`src/rtl/apb_master_bridge.sv`:
```
// APB master bridge: turns a valid/ready command stream into APB SETUP/ACCESS
// transfers and returns a valid/ready response carrying read data, the slave
// error flag and a timeout flag. One transfer is in flight at a time, and the
// wait for pready is bounded by a counter.
module apb_master_bridge #(
  parameter int ADDR_W  = 32,
  parameter int DATA_W  = 32,
  parameter int TIMEOUT = 16
) (
  input  logic              pclk,
  input  logic              prstn,
  // command stream
  input  logic              cmd_valid,
  output logic              cmd_ready,
  input  logic              cmd_write,
  input  logic [ADDR_W-1:0] cmd_addr,
  input  logic [DATA_W-1:0] cmd_wdata,
  // response stream
  output logic              rsp_valid,
  input  logic              rsp_ready,
  output logic [DATA_W-1:0] rsp_rdata,
  output logic              rsp_err,
  output logic              rsp_timeout,
  // APB master side
  output logic              psel,
  output logic              penable,
  output logic              pwrite,
  output logic [ADDR_W-1:0] paddr,
  output logic [DATA_W-1:0] pwdata,
  input  logic [DATA_W-1:0] prdata,
  input  logic              pready,
  input  logic              pslverr
);

  // A TIMEOUT of 0 disables the counter. It still needs at least one bit.
  localparam int CNT_W = (TIMEOUT > 0) ? $clog2(TIMEOUT + 1) : 1;
  localparam logic [CNT_W-1:0] CNT_LAST = CNT_W'((TIMEOUT > 0) ? (TIMEOUT - 1) : 0);
  localparam logic [CNT_W-1:0] CNT_MAX  = {CNT_W{1'b1}};

  typedef enum logic [1:0] {
    ST_IDLE   = 2'd0,
    ST_SETUP  = 2'd1,
    ST_ACCESS = 2'd2,
    ST_RESP   = 2'd3
  } state_e;

  state_e           state_q;
  logic [CNT_W-1:0] cnt_q;

  // Transfer FSM. Every APB and response output is driven from a register here.
  always_ff @(posedge pclk or negedge prstn) begin
    if (!prstn) begin
      state_q     <= ST_IDLE;
      cnt_q       <= {CNT_W{1'b0}};
      cmd_ready   <= 1'b0;
      rsp_valid   <= 1'b0;
      rsp_rdata   <= {DATA_W{1'b0}};
      rsp_err     <= 1'b0;
      rsp_timeout <= 1'b0;
      psel        <= 1'b0;
      penable     <= 1'b0;
      pwrite      <= 1'b0;
      paddr       <= {ADDR_W{1'b0}};
      pwdata      <= {DATA_W{1'b0}};
    end else begin
      case (state_q)
        ST_IDLE: begin
          if (cmd_valid && cmd_ready) begin
            // Capture the command. A read drives zero write data onto the bus.
            paddr     <= cmd_addr;
            pwrite    <= cmd_write;
            pwdata    <= cmd_write ? cmd_wdata : {DATA_W{1'b0}};
            psel      <= 1'b1;
            penable   <= 1'b0;
            cmd_ready <= 1'b0;
            state_q   <= ST_SETUP;
          end else begin
            cmd_ready <= 1'b1;
          end
        end

        ST_SETUP: begin
          penable <= 1'b1;
          cnt_q   <= {CNT_W{1'b0}};
          state_q <= ST_ACCESS;
        end

        ST_ACCESS: begin
          if (pready) begin
            rsp_rdata   <= pwrite ? {DATA_W{1'b0}} : prdata;
            rsp_err     <= pslverr;
            rsp_timeout <= 1'b0;
            psel        <= 1'b0;
            penable     <= 1'b0;
            rsp_valid   <= 1'b1;
            state_q     <= ST_RESP;
          end else if ((TIMEOUT != 0) && (cnt_q == CNT_LAST)) begin
            // The slave stalled too long. Abort the transfer and flag it.
            rsp_rdata   <= {DATA_W{1'b0}};
            rsp_err     <= 1'b1;
            rsp_timeout <= 1'b1;
            psel        <= 1'b0;
            penable     <= 1'b0;
            rsp_valid   <= 1'b1;
            state_q     <= ST_RESP;
          end else if (cnt_q != CNT_MAX) begin
            cnt_q <= cnt_q + 1'b1;
          end else begin
            cnt_q <= cnt_q;
          end
        end

        ST_RESP: begin
          // Hold the response stable until the consumer takes it.
          if (rsp_ready) begin
            rsp_valid <= 1'b0;
            cmd_ready <= 1'b1;
            state_q   <= ST_IDLE;
          end else begin
            rsp_valid <= 1'b1;
          end
        end

        default: begin
          state_q   <= ST_IDLE;
          psel      <= 1'b0;
          penable   <= 1'b0;
          rsp_valid <= 1'b0;
          cmd_ready <= 1'b0;
        end
      endcase
    end
  end

endmodule

```
`config.mk`:
```
export PLATFORM = sky130hd
export DESIGN_NAME = apb_master_bridge
export DESIGN_NICKNAME = d
export VERILOG_FILES = /design/src/rtl/apb_master_bridge.sv
export SDC_FILE = /design/constraint.sdc
export NUM_CORES = 1
export LEC_CHECK = 0
export ABC_AREA = 1
export BUFFER_PORTS_ARGS = -buffer_cell sky130_fd_sc_hd__buf_2
export CORE_MARGIN = 5
export CORE_UTILIZATION = 42
export DETAILED_ROUTE_END_ITERATION = 7
export GPL_TIMING_DRIVEN = 0
export PLACE_DENSITY = 0.81
export SLEW_MARGIN = 10
export SYNTH_ARGS = -nofsm -noshare
export SYNTH_HDL_FRONTEND = slang
export SYNTH_SLANG_ARGS = --single-unit
```
`constraint.sdc`:
```
create_clock -name pclk -period 1.5 [get_ports pclk]
set_clock_uncertainty 0.1 [all_clocks]
set_input_delay 0.075 -clock pclk [delete_from_list [all_inputs] [get_ports pclk]]
set_output_delay 0.075 -clock pclk [all_outputs]
set_load 0.05 [all_outputs]
```
==> metrics.yaml, run 1 <==
floorplanning:
  core_region_area_um2: 10700
  fp.dieArea_um2: 13000
  dieWidth_um: 114
  dieHeight_um: 114
  boundaryPins: 206
  start_util: 0.424
  std_cell_rows: 38
setup_path:
  critPathLaunchType: "register"
  worstPathMaxFanout: 6
  worstPathRequired_ns: 1.68
  cp_slowest_cell: "dfrtp_1"
  critical_path_class: "reg2reg"
  path_cells: "ha_4 -> nand2_4 -> nor2_4 -> ha_4 -> nand2_4 -> inv_6 -> nor2_8 -> buf_6 -> nand2_4 -> nand2_2"
  crit_family: "simple AND/OR/NAND/NOR gates"
  path_common_cell: "nand2_4"
  critPathArrivalTime_ns: 1.86
  max_stage_delay_ns: 0.43
  crit_path_end_kind: "register"
  critPathBufInv: 2
status:
  outcome: "complete, but fails checks"
  violations: "setup timing"
timing:
  setup_viol: 108
  setup_ws_ns: -0.174
  hold_viol_final: 0
  rsz0062_at_grt: "yes"
  worstMarginPinSlew_ns: 0.717
  min_period_over_period: 1.12
  fin_crit_ns: 1.67
  maxSlewHeadroom: 0.522
  slew_viol_final: 0
  max_freq_ghz: 0.597
  tns_ns: -12.19
routing:
  wl_per_cell_um: 17.7
  route.antenna.remaining_nets: 0
  first_pass_iters: 4
  drc: 0
  detail_route.vias_per_cell: 4.98
  totalWireLength_mm: 18.0
  dr_total_vias: 5059
  drt_iter0_drc: 391
synthesis:
  synthCells: 509
  yosys.cell_types.count: 21
  ys_warn_count: 0
  yosys.area.top_type: "dfrtp_1"
  syn_nets: 620
  yosysSeqAreaShare: 0.607
  synth.area.top_cells: "dfrtp_1 61%, nand2_1 21%, nand3_1 7.5%"
  syn_area_per_cell_um2: 8.91
  netlist_area_um2: 4540
  ys_ff_latch: 110
  synth_top_cell_area_share: 0.607
pwr:
  ir_drop_uv: 1420
  intPower_mw: 8.37
  power.density_nw_per_um2: 2160
  pwr-share-seq: 0.285
  p_sw_frac: 0.533
  power_frac_comb: 0.610
  p_leak_nw: 4.57
  netSwitchingPower_mw: 9.57
  p_clk_frac: 0.105
place:
  pre_cts_ws_ns: -0.210
  dp.cells: 854
  port_buffers: 204
  gp_congestion: 0.783
  place_hpwl_mm: 9.01
clocking:
  clk_pin_slew_worst_paths_ns: 0.11
  cts.path.max_buffers: 2
  clock_sinks: 110
  cts_htree_levels: 3
  cts_tree: "yes"
  clock_latency_ns: 0.36
  cts_root_buffer: "clkbuf_8"
  numCtsBuffers: 9
layout:
  regArea_um2: 2750
  diodes: 0
  drive_gt1_frac: 0.501
  nFillCells: 655
  area_growth_pct: 82.7
  multiInputGateArea_um2: 2120
  finalNonFillerCells: 1015
  final_nets: 981
flow_run:
  cap_violations: 0
grt:
  antenna_found_initial: 0
  grt_start_max_net_pins: 61
  overflow: 0
  grt_pass1_vias: 5292
  track_usage: 0.251
  grt_pass1_wl_mm: 26.0
min_path:
  hp-class: "in2async"
-- logic make-up (layout without fill, tap and decap cells) --
logic type | Yosys count | count (layout) | share of synthesized area
buffers and inverters | 43 | 408 | 0.0505
AO/OA/AOI/OAI | 14 | 14 | 0.0160
adder cells (fa/ha/maj) | 8 | 8 | 0.0221
flip-flops | 110 | 110 | 0.607
AND/OR/NAND/NOR | 334 | 335 | 0.305
-- state kept, by name, summed over array words and instances, names as in the netlist --
name	cells
cmd_ready	1
cnt_q	5
paddr	32
penable	1
psel	1
pwdata	32
pwrite	1
rsp_err	1
rsp_rdata	32
rsp_timeout	1
rsp_valid	1
state_q	2
-- routing by layer --
| metal | part of all wire | track usage |
|---|---|---|
| met1 | 0.36 | 0.287 |
| met2 | 0.54 | 0.449 |
| met3 | 0.065 | 0.0509 |
| met4 | 0.038 | 0.117 |
| met5 | 0 | 0 |
-- path summary, 6_finish.rpt --
path / cells after the start / startpoint / slack (ns) / end
hold reg to reg: 2 / rsp_rdata[18] / 0.38 / rsp_rdata[18]
max in group asynchronous: 3 / prstn / 0.52 / paddr[3]
setup reg to reg: 10 / cnt_q[1] / -0.17 / rsp_rdata[25]
min in group pclk: 4 / cmd_addr[8] / 0.36 / paddr[8]
setup / recovery: 10 / cnt_q[1] / -0.17 / rsp_rdata[25]
hold / removal: 2 / prstn / 0.12 / penable
-- synthesized netlist by cell type --
cell / n
inv_4: 1
dfrtp_1: 110
clkbuf_1: 6
o211ai_1: 1
inv_1: 12
nand2_1: 254
o21ai_1: 4
nand3b_1: 2
o21ai_0: 9
buf_2: 13
buf_6: 5
nand4_1: 1
ha_1: 8
nand2_2: 1
nand2_4: 1
nand3_1: 68
inv_2: 3
nor2_8: 1
nor2_1: 5
buf_4: 3
nor2_4: 1
-- layout make-up --
cell class	instances	share of cell area
Sequential cell	110	0.332
Timing Repair Buffer	348	0.319
Multi-Input combinational cell	357	0.256
Buffer	27	0.0355
Tap cell	140	0.0211
Clock buffer	11	0.0171
Inverter	16	0.0104
Clock inverter	5	0.00815
Timing Repair inverter	1	0.000906
-- worst register-to-register path, cell delays in order, from the launching register on --
cell	delay, ns
dfrtp_1	0.43
ha_4	0.19
nand2_4	0.08
nor2_4	0.04
ha_4	0.16
nand2_4	0.08
inv_6	0.05
nor2_8	0.19
buf_6	0.17
nand2_4	0.05
nand2_2	0.06
-- repair_timing --
item | 4_1_cts | 5_1_grt
hold buffers | 103 | 0
gates cloned | 12 | 5
pin swaps | 23 | 30
endpoints found under the setup margin | 103 | 108
buffers inserted | 22 | 3
hold endpoints to repair | 212 | 0
gates resized for setup | 117 | 131
-- through the flow --
step / hold WS (ns) / utilization / instance area [um^2] / total power [mW]
global route: 0.156 / 0.775 / 8290 / 18.8
detailed placement: -0.0550 / 0.541 / 5790 / 13.6
CTS: 0.106 / 0.722 / 7720 / 16.8
finish: 0.115 / 0.775 / 8290 / 17.9
global placement: 0.175 / 0.538 / 5750 / 13.4
floorplan: -0.321 / - / 4560 / 11.4
-- power by group through the flow --
stage,Sequential (mW),Clock [mW],Combinational (mW)
6_report,5.12,1.88,10.9
3_3_place_gp,4.93,0,8.49
2_1_floorplan,9.20,0,2.16
3_5_place_dp,4.94,0,8.64
5_1_grt,5.24,2.01,11.5
4_1_cts,4.94,1.93,9.96
-- placed cells by master (no fill, tap or decap), drive strengths merged --
master / instances
buf: 260
bufinv: 1
clkbuf: 23
clkinv: 3
clkinvlp: 1
dfrtp: 110
dlygate4sd3: 103
ha: 8
inv: 17
nand2: 256
nand3: 68
nand3b: 2
nand4: 1
nor2: 8
o211ai: 1
o21ai: 13
(Power assumes the default switching activity.)
==> run 2: changes to the inputs <==
CELL_PAD_IN_SITES_DETAIL_PLACEMENT = 1   (was not set)
CELL_PAD_IN_SITES_GLOBAL_PLACEMENT = 1   (was not set)
CORE_UTILIZATION = 30   (was 42)
PLACE_DENSITY = 0.8   (was 0.81)
==> run 2 against run 1 <==
Effect of this change:
- the run still ends with setup timing left
- register-to-register slack worse by 0.02 ns
- clock-buffer cell count is 1 lower
- global-route usage is 5.1 points lower
- clock power is 32% higher
- flip-flop and latch count stayed put
- worst hold slack worse by 0.031 ns
- sequential share of layout area is 1.1 points higher
- sequential power hardly changed
- power is 1.1% higher
- via count is 2.6% lower
- combinational power is 4% lower
==> metrics.yaml, run 2 (synthesis gave the netlist of run 1 again) <==
floorplanning:
  boundaryPins: 206  # unchanged
  core_region_area_um2: 15000  # was 10700 um^2
  std_cell_rows: 45  # was 38
  dieWidth_um: 133  # was 114 um
  fp.dieArea_um2: 17700  # was 13000 um^2
  dieHeight_um: 133  # was 114 um
  start_util: 0.302  # was 0.424
routing:
  drc: 0  # unchanged
  detail_route.vias_per_cell: 4.69  # was 4.98
  totalWireLength_mm: 19.0  # was 18.0 mm
  met2_length_mm: 10.1  # was 9.61 mm
  route.met3.wl_mm: 1.02  # was 1.16 mm
  first_pass_iters: 4  # unchanged
  routedLengthMet1_mm: 7.15  # was 6.49 mm
  routed.top_layer: "met4"  # unchanged
  wl_per_cell_um: 18.1  # was 17.7 um
  dr_total_vias: 4929  # was 5059
  route.antenna.remaining_nets: 0  # unchanged
  drt_iter0_drc: 89  # was 391
layout:
  layout_commonest_cell: "buf_2"  # unchanged
  reg.largest.list: "paddr x32, pwdata x32, rsp_rdata x32"  # unchanged
  finalNonFillerCells: 1050  # was 1015
  final_nets: 967  # was 981
  drive_gt1_frac: 0.440  # was 0.501
  final_cell_mix: "204 x buf_2, 167 x nand2_1, 109 x dfrtp_1, 101 x dlygate4sd3_1, 74 x nand2_2"  # was 204 x buf_2, 129 x nand2_1, 109 x dfrtp_1, 103 x nand2_2, 103 x dlygate4sd3_1
  area_growth_pct: 77.1  # was 82.7%
clocking:
  clock_latency_ns: 0.35  # was 0.36 ns
  clock_sinks: 110  # unchanged
  cts_tree: "yes"  # unchanged
  numCtsBuffers: 9  # unchanged
  cts_root_buffer: "clkbuf_16"  # was clkbuf_8
  clk_pin_slew_worst_paths_ns: 0.07  # was 0.11 ns
  cts.path.max_buffers: 2  # unchanged
  cts_htree_levels: 3  # unchanged
timing:
  rsz0062_at_grt: "yes"  # unchanged
  hold_viol_final: 0  # unchanged
  fin_crit_ns: 1.69  # was 1.67 ns
  tns_ns: -9.29  # was -12.19 ns
  maxSlewHeadroom: 0.674  # was 0.522
  setup_viol: 106  # was 108
  slew_viol_final: 0  # unchanged
  max_freq_ghz: 0.591  # was 0.597 GHz
  worstMarginPinSlew_ns: 0.489  # was 0.717 ns
  setup_ws_ns: -0.191  # was -0.174 ns
  min_period_over_period: 1.13  # was 1.12
setup_path:
  worstPathRequired_ns: 1.68  # about the same
  critPathArrivalTime_ns: 1.87  # was 1.86 ns
  crit_path_end_kind: "register"  # unchanged
  max_stage_delay_ns: 0.39  # was 0.43 ns
  worstPathMaxFanout: 5  # was 6
  critPathLaunchType: "register"  # unchanged
  reg2reg_slack_ns: -0.19  # was -0.17 ns
  critical_path_class: "reg2reg"  # unchanged
  cp_slowest_cell: "dfrtp_1"  # unchanged
  path_cells: "ha_2 -> nand2_2 -> nor2_4 -> ha_4 -> nand2_4 -> inv_6 -> nor2_4 -> buf_6 -> nand2_2 -> nand2_1"  # was ha_4 -> nand2_4 -> nor2_4 -> ha_4 -> nand2_4 -> inv_6 -> nor2_8 -> buf_6 -> nand2_4 -> nand2_2
place:
  place_hpwl_mm: 10.7  # was 9.01 mm
  gp_congestion: 0.741  # was 0.783
  port_buffers: 204  # unchanged
  dp.cells: 902  # was 854
pwr:
  p_total_mw: 18.1  # was 17.9 mW
  power.density_nw_per_um2: 2260  # was 2160 nW/um^2
  p_leak_nw: 4.40  # was 4.57 nW
  ir_drop_uv: 1140  # was 1420 uV
min_path:
  hp-class: "in2reg"  # was in2async
grt:
  grt_pass1_wl_mm: 28.4  # was 26.0 mm
  grt_pass1_vias: 5500  # was 5292
  track_usage: 0.200  # was 0.251
  overflow: 0  # unchanged
  antenna_found_initial: 1  # was 0
  grt_start_max_net_pins: 64  # was 61
flow_run:
  cap_violations: 0  # unchanged
status:
  violations: "setup timing"  # unchanged
  outcome: "complete, but fails checks"  # unchanged
-- run 2: cell types whose count changed in the layout (fill, tap and decap cells not counted), sizes merged --
cell         before  now
buf             260  245
clkbuf           23   25
clkinv            3    1
clkinvlp          1    3
diode             0    1
dlygate4sd3     103  101
inv              17   18
-- run 2: repair_timing --
| item | 4_1_cts | 5_1_grt |
|---|---|---|
| endpoints found under the hold margin | 153 | 0 |
| hold buffers | 101 | 0 |
| gates cloned | 5 | 7 |
| gates resized for setup | 62 | 107 |
| pin swaps | 13 | 20 |
| setup endpoints to repair | 104 | 108 |
| setup buffers | 12 | 6 |
-- run 2: cell type report --
cell class              count  area, um^2
well taps                 188         235
fillers                  1715        7000
repair inverters            1        7.51
plain buffers              27         287
flip-flops and latches    110        2750
clock buffers              10         239
multi-input cells         357        1910
repair buffers            334        2450
inverters                  16        88.8
clock inverters             6        67.6
diodes                      1        2.50
-- run 2: critical path, delay by kind of cell, from the launching register on --
family,cells,cell delay [ns]
AND/OR/NAND/NOR,6,0.54
flip-flops,1,0.39
adder cells (fa/ha/maj),2,0.37
buffers and inverters,2,0.21
-- run 2: report_power, final --
group | switching (mW) | internal, mW | leakage (nW)
sequential | 0.860 | 4.25 | 1.42
clock | 1.14 | 1.35 | 0.146
combinational | 7.51 | 3.01 | 2.84
total | 9.51 | 8.61 | 4.40
-- run 2: per-layer routing --
layer  global-route usage  vias to the layer above
met5                    0                        -
met4               0.0814                        0
met3               0.0449                       52
met2                0.371                      173
met1                0.220                     2405
li1                     -                     2299
-- run 2: stage by stage --
stage,worst slack (ns),util,hold WS (ns),area [um^2]
after global routing,-0.266,0.534,0.111,8030
after detailed placement,-0.278,0.389,-0.0475,5850
final,-0.191,0.534,0.0842,8030
after floorplan,-0.0648,-,-0.321,4560
after global placement,-1.38,0.387,0.176,5810
after CTS,-0.148,0.497,0.0367,7480
-- run 2: path summary, 6_finish.rpt --
path,to,cells past startpoint,startpoint
max,rsp_rdata[12],10,cnt_q[0]
min,cmd_ready,4,cmd_valid
max reg2reg,rsp_rdata[12],10,cnt_q[0]
min reg2reg,paddr[19],2,paddr[19]
max in group asynchronous,rsp_rdata[28],3,prstn
min in group asynchronous,paddr[11],2,prstn
